--- src/rtl/mem_port_arbiter_pkg.sv ---
// Shared types for the IF/DM memory port arbiter: FSM state encoding and the
// registered memory request bundle.
package common;

   typedef enum logic [1:0] {
      ARB_IDLE    = 2'd0,
      ARB_BUSY_IF = 2'd1,
      ARB_BUSY_DM = 2'd2
   } arb_state_type;

   typedef struct packed {
      logic        we;
      logic [3:0]  be;
      logic [31:0] addr;
      logic [31:0] wdata;
   } mem_req_type;

   localparam logic [3:0] FETCH_BE = 4'hF;

endpackage

--- src/rtl/mem_port_arbiter_starve_guard.sv ---
// Anti-starvation counter for the memory port arbiter: counts data grants made
// while a fetch waits and forces one fetch grant once the limit is reached.
module arb_starve_guard #(
   parameter int STARVE_LIMIT = 4
) (
   input  logic clk,
   input  logic reset_n,
   input  logic arb_cycle,
   input  logic if_req,
   input  logic grant_if,
   input  logic grant_dm,
   output logic force_if
);

   localparam logic [3:0] LIMIT = 4'(STARVE_LIMIT);

   logic [3:0] starve_cnt;

   assign force_if = (starve_cnt == LIMIT);

   always_ff @(posedge clk) begin
      if (!reset_n) begin
         starve_cnt <= 4'd0;
      end else if (arb_cycle) begin
         if (grant_if || !if_req) begin
            starve_cnt <= 4'd0;
         end else if (grant_dm && (starve_cnt != LIMIT)) begin
            starve_cnt <= starve_cnt + 4'd1;
         end
      end
   end

endmodule

--- src/rtl/mem_port_arbiter.sv ---
// Single-port memory arbiter between instruction fetch and load/store stages.
// Define ARB_STARVE_GUARD_EN to build in the fetch anti-starvation guard.
module mem_port_arbiter
   import common::*;
#(
   parameter int STARVE_LIMIT = 4
) (
   input  logic          clk,
   input  logic          reset_n,
   input  logic          if_req,
   input  logic [31:0]   if_addr,
   output logic          if_rvalid,
   output logic [31:0]   if_rdata,
   output logic          if_stall,
   input  logic          dm_req,
   input  logic          dm_we,
   input  logic [31:0]   dm_addr,
   input  logic [31:0]   dm_wdata,
   input  logic [3:0]    dm_be,
   output logic          dm_rvalid,
   output logic [31:0]   dm_rdata,
   output logic          dm_stall,
   output logic          mem_req,
   output logic          mem_we,
   output logic [31:0]   mem_addr,
   output logic [31:0]   mem_wdata,
   output logic [3:0]    mem_be,
   input  logic          mem_ack,
   input  logic [31:0]   mem_rdata,
   output arb_state_type dbg_state
);

   arb_state_type state;
   mem_req_type   mem_q;
   logic          arb_cycle;
   logic          if_elig;
   logic          dm_elig;
   logic          force_if;
   logic          grant_if;
   logic          grant_dm;

   // Valid/ready: a requester holds req and its fields until its rvalid pulse;
   // rvalid is the one-cycle acceptance, and req seen in that cycle is the old one.
   assign if_elig  = if_req & ~if_rvalid;
   assign dm_elig  = dm_req & ~dm_rvalid;
   assign if_stall = if_req & ~if_rvalid;
   assign dm_stall = dm_req & ~dm_rvalid;

   // The completion cycle is a turnaround: nothing is granted while an rvalid
   // pulses, so the served stage can renew its request against the other one.
   assign arb_cycle = (state == ARB_IDLE) & ~if_rvalid & ~dm_rvalid;
   assign grant_dm  = arb_cycle & dm_elig & ~(force_if & if_elig);
   assign grant_if  = arb_cycle & if_elig & ~grant_dm;

`ifdef ARB_STARVE_GUARD_EN
   arb_starve_guard #(
      .STARVE_LIMIT (STARVE_LIMIT)
   ) u_starve_guard (
      .clk       (clk),
      .reset_n   (reset_n),
      .arb_cycle (arb_cycle),
      .if_req    (if_req),
      .grant_if  (grant_if),
      .grant_dm  (grant_dm),
      .force_if  (force_if)
   );
`else
   logic unused_limit;
   assign unused_limit = ^STARVE_LIMIT[3:0];
   assign force_if     = 1'b0;
`endif

   assign mem_we    = mem_q.we;
   assign mem_be    = mem_q.be;
   assign mem_addr  = mem_q.addr;
   assign mem_wdata = mem_q.wdata;
   assign dbg_state = state;

   always_ff @(posedge clk) begin
      if (!reset_n) begin
         state     <= ARB_IDLE;
         mem_req   <= 1'b0;
         mem_q     <= '0;
         if_rvalid <= 1'b0;
         dm_rvalid <= 1'b0;
         if_rdata  <= 32'd0;
         dm_rdata  <= 32'd0;
      end else begin
         if_rvalid <= 1'b0;
         dm_rvalid <= 1'b0;
         case (state)
            ARB_IDLE: begin
               if (grant_dm) begin
                  mem_q.we    <= dm_we;
                  mem_q.be    <= dm_be;
                  mem_q.addr  <= dm_addr;
                  mem_q.wdata <= dm_wdata;
                  mem_req     <= 1'b1;
                  state       <= ARB_BUSY_DM;
               end else if (grant_if) begin
                  mem_q.we    <= 1'b0;
                  mem_q.be    <= FETCH_BE;
                  mem_q.addr  <= if_addr;
                  mem_req     <= 1'b1;
                  state       <= ARB_BUSY_IF;
               end
            end
            ARB_BUSY_IF: begin
               if (mem_ack) begin
                  mem_req   <= 1'b0;
                  state     <= ARB_IDLE;
                  if_rvalid <= 1'b1;
                  if_rdata  <= mem_rdata;
               end
            end
            ARB_BUSY_DM: begin
               if (mem_ack) begin
                  mem_req   <= 1'b0;
                  state     <= ARB_IDLE;
                  dm_rvalid <= 1'b1;
                  if (!mem_q.we) begin
                     dm_rdata <= mem_rdata;
                  end
               end
            end
            default: state <= ARB_IDLE;
         endcase
      end
   end

endmodule

--- config.mk ---
export PLATFORM = sky130hd
export DESIGN_NAME = mem_port_arbiter
export DESIGN_NICKNAME = d
export VERILOG_FILES = /design/src/rtl/mem_port_arbiter_pkg.sv /design/src/rtl/mem_port_arbiter_starve_guard.sv /design/src/rtl/mem_port_arbiter.sv
export SDC_FILE = /design/constraint.sdc
export NUM_CORES = 1
export LEC_CHECK = 0
export CORE_AREA = 2 2 115 117
export DETAILED_ROUTE_END_ITERATION = 8
export DIE_AREA = 0 0 117 119
export DONT_BUFFER_PORTS = 1
export SETUP_SLACK_MARGIN = 0.1
export SYNTH_ARGS = -nofsm -noshare
export SYNTH_HDL_FRONTEND = slang
export SYNTH_SLANG_ARGS = --single-unit
--- constraint.sdc ---
create_clock -name clk -period 4.5 [get_ports clk]
set_input_delay 0.9 -clock clk [delete_from_list [all_inputs] [get_ports clk]]
set_output_delay 0.9 -clock clk [all_outputs]
set_load 0.05 [all_outputs]
Yosys cells after proc, flatten, opt, wreduce, memory -nomap -nowiden:

Index checks and enable logic that the tools add are counted.

* flip-flop bits (word level): 138
* bits in latches: 0
* memory bits (writable): 0
* ROM bits: 0
* input bits: 138
* output and inout bits: 140
* logic and storage cells: 48
* memories: 0

* $add $sub $neg: 0
* multipliers: 0
* div/mod/pow operators: 0
* $lt $le $gt $ge: 0
* equality and inequality tests: 4
* shift operators: 0
* muxes and demuxes: 11
* bitwise operators: 11
* reductions and logical operators: 12

Operators by type and width (count)
* 37-bit 2-to-1 mux: 2
* 2-bit AND reduction: 6
* 1-bit bitwise AND: 7
* 2-bit 2-to-1 mux: 3
* 3-bit AND reduction: 2
* 1-bit 2-to-1 mux: 4
* 1-bit inverter: 4
* 2-bit one-hot mux with 2 select lines: 1
* 2-bit nonzero test: 2
* 3-bit != test (second input constant): 1
* 2-bit by 1-bit equality test with 1-bit output (second input constant): 1
* 2-bit equality test (second input constant): 1
* 2-bit zero test: 1
* 2-bit by 1-bit != test with 1-bit output (second input constant): 1
* 1-bit one-hot mux with 2 select lines: 1
* 2-bit OR reduction: 1

Longest topological paths before layout:

* depth after elaboration: 9
* gate-level depth with buffers: 8
* gate-level depth less buffers: 6

Worst setup path before layout:

OpenSTA, ideal clock, no wires.

* path type: in2out
* start point: input dm_req
* end point: output dm_stall
* data arrival time: 1832 ps
* data required time: 3600 ps
* slack: 1768 ps
* stages on the path: 3
* path buffers: 1
* cell sequence: inv_1 buf_1 nor2_1

* word-level cells in the longest chain between the ends: 1

RTL lines
* start: declaration: line mem_port_arbiter.sv:15 `input logic dm_req,`
* 1-bit bitwise AND: line mem_port_arbiter.sv:47 `assign dm_stall = dm_req & ~dm_rvalid;`
* end: declaration: line mem_port_arbiter.sv:22 `output logic dm_stall,`

Every way passes these cells.

Worst setup path after layout:

Ends and elaborated chain as after synthesis.

==> key figures <==
Yosys
  – Post-synthesis cell count: 578
  – Yosys top cell area share: 0.5148
  – Most frequent cell after synthesis: nand2_1
  – Synth Flop Type: dfxtp_1
  – Number of synthesized flops with an enable pin: 0
  – Top cells by count, synth: nand2_1, dfxtp_1, a21boi_1
  – Register area share after synthesis: 0.5148
  – Synthesized net count: 720
  – Avg Inst Size Synth: 9.284 um^2
  – Synth unique cells: 34
  – Synth Warn #: 0
  – Leading area contributor after synthesis: dfxtp_1
  – Post-Syn Area: between 5000 and 6000 um^2
  – Post-synth ARST share: 0
  – Synth area leaders: dfxtp_1, nand2_1, a21boi_1, a21boi_0, o2bb2ai_1
  – Synth Register Bits: about 140

Timing
  – Final hold vios: 0
  – Max-slew headroom: 0.1815
  – Final setup viols: 0
  – Minimum clock period: 3.070 ns
  – Max-slew violations: 0
  – Worst Tran Pin Value: 1.228 ns
  – Final worst slack: 1.430 ns
  – Tcrit/Tclk final: 0.6823
  – RSZ-0062 raised after global routing: no
  – Worst clock skew: a little under 0.009 ns
  – Setup total negative slack: 0 ns
  – FMAX: 0.3257 GHz

Hold path
  – Worst hold path startpoint: dm_wdata[23]
  – Worst Hold Class: input pin to flop

Floorplan
  – Core area: 12870 um^2
  – Initial core utilization: 0.4168
  – Full die area: 13920 um^2
  – Die Wd: roughly 120 um
  – # IOs: about 280
  – FP Rows: 42
  – Vert. Die Dim: 119 um

Setup path
  – CP Capture Type: primary output
  – Crit Path Category: input pin to primary output
  – Max incr delay on CP: between 0.8 and 0.9 ns
  – Max FO, Critical Path: 33
  – Worst path cell trace: inv_1, nor2_1
  – Startpoint types: input pin
  – CP top delay family: simple AND/OR/NAND/NOR gates
  – Crit path arrival time: 2.17 ns
  – WP data required: 3.60 ns
  – CP max stage cell: nor2_1
  – Reg-to-Reg Start: dbg_state[0]
  – Worst Setup SP: dm_req
  – WP buf/inv: 1

Place
  – Port bufs: 0
  – Placed cell area: 5371 um^2
  – Global placement routability congestion: between 0.7 and 0.8
  – Pre-CTS setup slack: 1.429 ns
  – Final HPWL DP: 9573 um
  – Post-placement cell count: 712

Clocking
  – Reg clk slew, reported paths: 0.06 ns
  – Clock buffer count from CTS: 17
  – CTS root buf: clkbuf_16
  – Clk Latency, worst-skew pair: 0.42 ns
  – Post-CTS Hold Fix Bufs: 0
  – TritonCTS clock tree: done
  – Post-CTS resize count: 0
  – Htree depth: 4
  – CTS Sinks: 138
  – Deepest clock path buffer count: 2
  – Post-CTS Setup Inserts: 0

Power
  – Reg power frac: 0.539
  – Pwr dens: 643.9 nW/um^2
  – Static Leakage: 2.070 nW
  – Logic pwr share: 0.121
  – Total net switching power: 1.475 mW
  – Sw Share: 0.3865
  – Clk pwr share: 0.340
  – Int Pwr: 2.342 mW
  – Worst VDD drop: 321.2 uV

Final layout
  – NumNets Final: 697
  – Post-Layout Cell Count: 744
  – Design area: 5928 um^2
  – ANT cells: 0
  – Final core utilization: 0.4604
  – Area grow syn2layout: 10.47%
  – Fraction of layout cells with a size suffix above 1: 0.1162

Global route
  – Routing usage on met3: 0.09822
  – Met1 track demand over resource: 0.1970
  – Most used routing layer: met2
  – GRT Util Overall: 0.1944
  – Total gr overflow: 0
  – First-pass GRT wire length: 20380 um
  – Vias in the first global route: 3868
  – Met2 Resource Use GR: 0.3313
  – Largest net degree at the start of global routing: 110
  – Initial antenna violation count: 0

Status
  – Status: completed

Detailed routing
  – Post-Route WL: 13680 um
  – Iter 0 DRT Violations: 175
  – Detail Route Antenna Nets: 0
  – Post-DR wirelength/cell: 18.38 um
  – Detailed Routing Iterations Pass 1: 4
  – Vias: 3940
  – Vias/cell: 5.296
  – DRC Markers: 0

Run
  – Max-cap violations: 0
## power by group through the flow
| stage | clock [mW] | sequential, mW | combinational [mW] |
|---|---|---|---|
| floorplan | 0 | 2.03 | 0.428 |
| global placement | 0 | 2.08 | 0.447 |
| detailed placement | 0 | 2.09 | 0.469 |
| CTS | 1.33 | 2.06 | 0.470 |
| global route | 1.39 | 2.08 | 0.524 |
| finish | 1.30 | 2.06 | 0.461 |
## kinds of logic (layout without fill, tap and decap cells)
family          count (synthesis)  count (layout)  share of synthesized area
compound gates                172             172                     0.2663
fa+ha+maj                       4               4                   0.009327
buf+inv                        49              39                    0.04849
flops                         138             138                     0.5148
simple gates                  215             215                     0.1611
## path summary, 6_finish.rpt
kind | to | slack, ns | depth (start not counted)
worst max register to register | mem_addr[5] | 1.85 | 6
worst min register to register | dm_rdata[12] | 0.70 | 2
worst max-delay path | dm_stall | 1.43 | 2
worst min-delay path | mem_wdata[23] | 0.61 | 2
## final cells by class
class                           count  area, um^2
Timing Repair Buffer                4       30.03
Clock buffer                       20       456.7
Inverter                            3       11.26
Clock inverter                     12       100.1
Sequential cell                   138        2763
Multi-Input combinational cell    391        2347
Tap cell                          176       220.2
Fill cell                        1286        6947
## worst register-to-register path: stages, from the launching register on
cell and delay, ns:
dfxtp_1 0.52, inv_1 0.17, ha_1 0.20, nor3b_4 0.24, and2_2 1.01, o22ai_1 0.20
o2bb2ai_1 0.22
## cells in the final DEF, fill, tap and decap left out, types with 2 or more instances in the layout
cell type	count
a21boi_0	48
a21boi_1	50
and2_1	2
and3_1	2
buf_4	4
clkbuf_16	17
clkbuf_8	2
clkinv_2	6
clkinv_4	2
clkinvlp_4	3
dfxtp_1	138
ha_1	4
inv_1	3
nand2_1	195
nand3_1	2
nor2_1	2
nor2b_1	3
o21ai_0	2
o221a_2	4
o22ai_1	22
o22ai_2	10
o2bb2ai_1	21
o2bb2ai_2	10
## stage by stage
step | power [mW] | hold slack (ns)
2_1_floorplan | 2.462 | 0.6705
3_3_place_gp | 2.531 | 0.6862
3_5_place_dp | 2.556 | 0.6934
4_1_cts | 3.863 | 0.5908
5_1_grt | 3.991 | 0.5940
6_report | 3.817 | 0.6108
## flip-flops by register name, indices dropped and copies added (netlist names), 2 cells and up
register and cells:
mem_be 4, mem_wdata 32, if_rdata 32, dm_rdata 32, mem_addr 32, dbg_state 2
## per-layer routing
metal  vias to the layer above  wire length [um]  part of all wire
li1                       1924                 -                 -
met4                         0               262             0.019
met3                        17              1526              0.11
met2                       188              6835              0.50
met1                      1811              5051              0.37
met5                         -                 0                 0
Note: power is estimated with default switching activity, not from simulation.
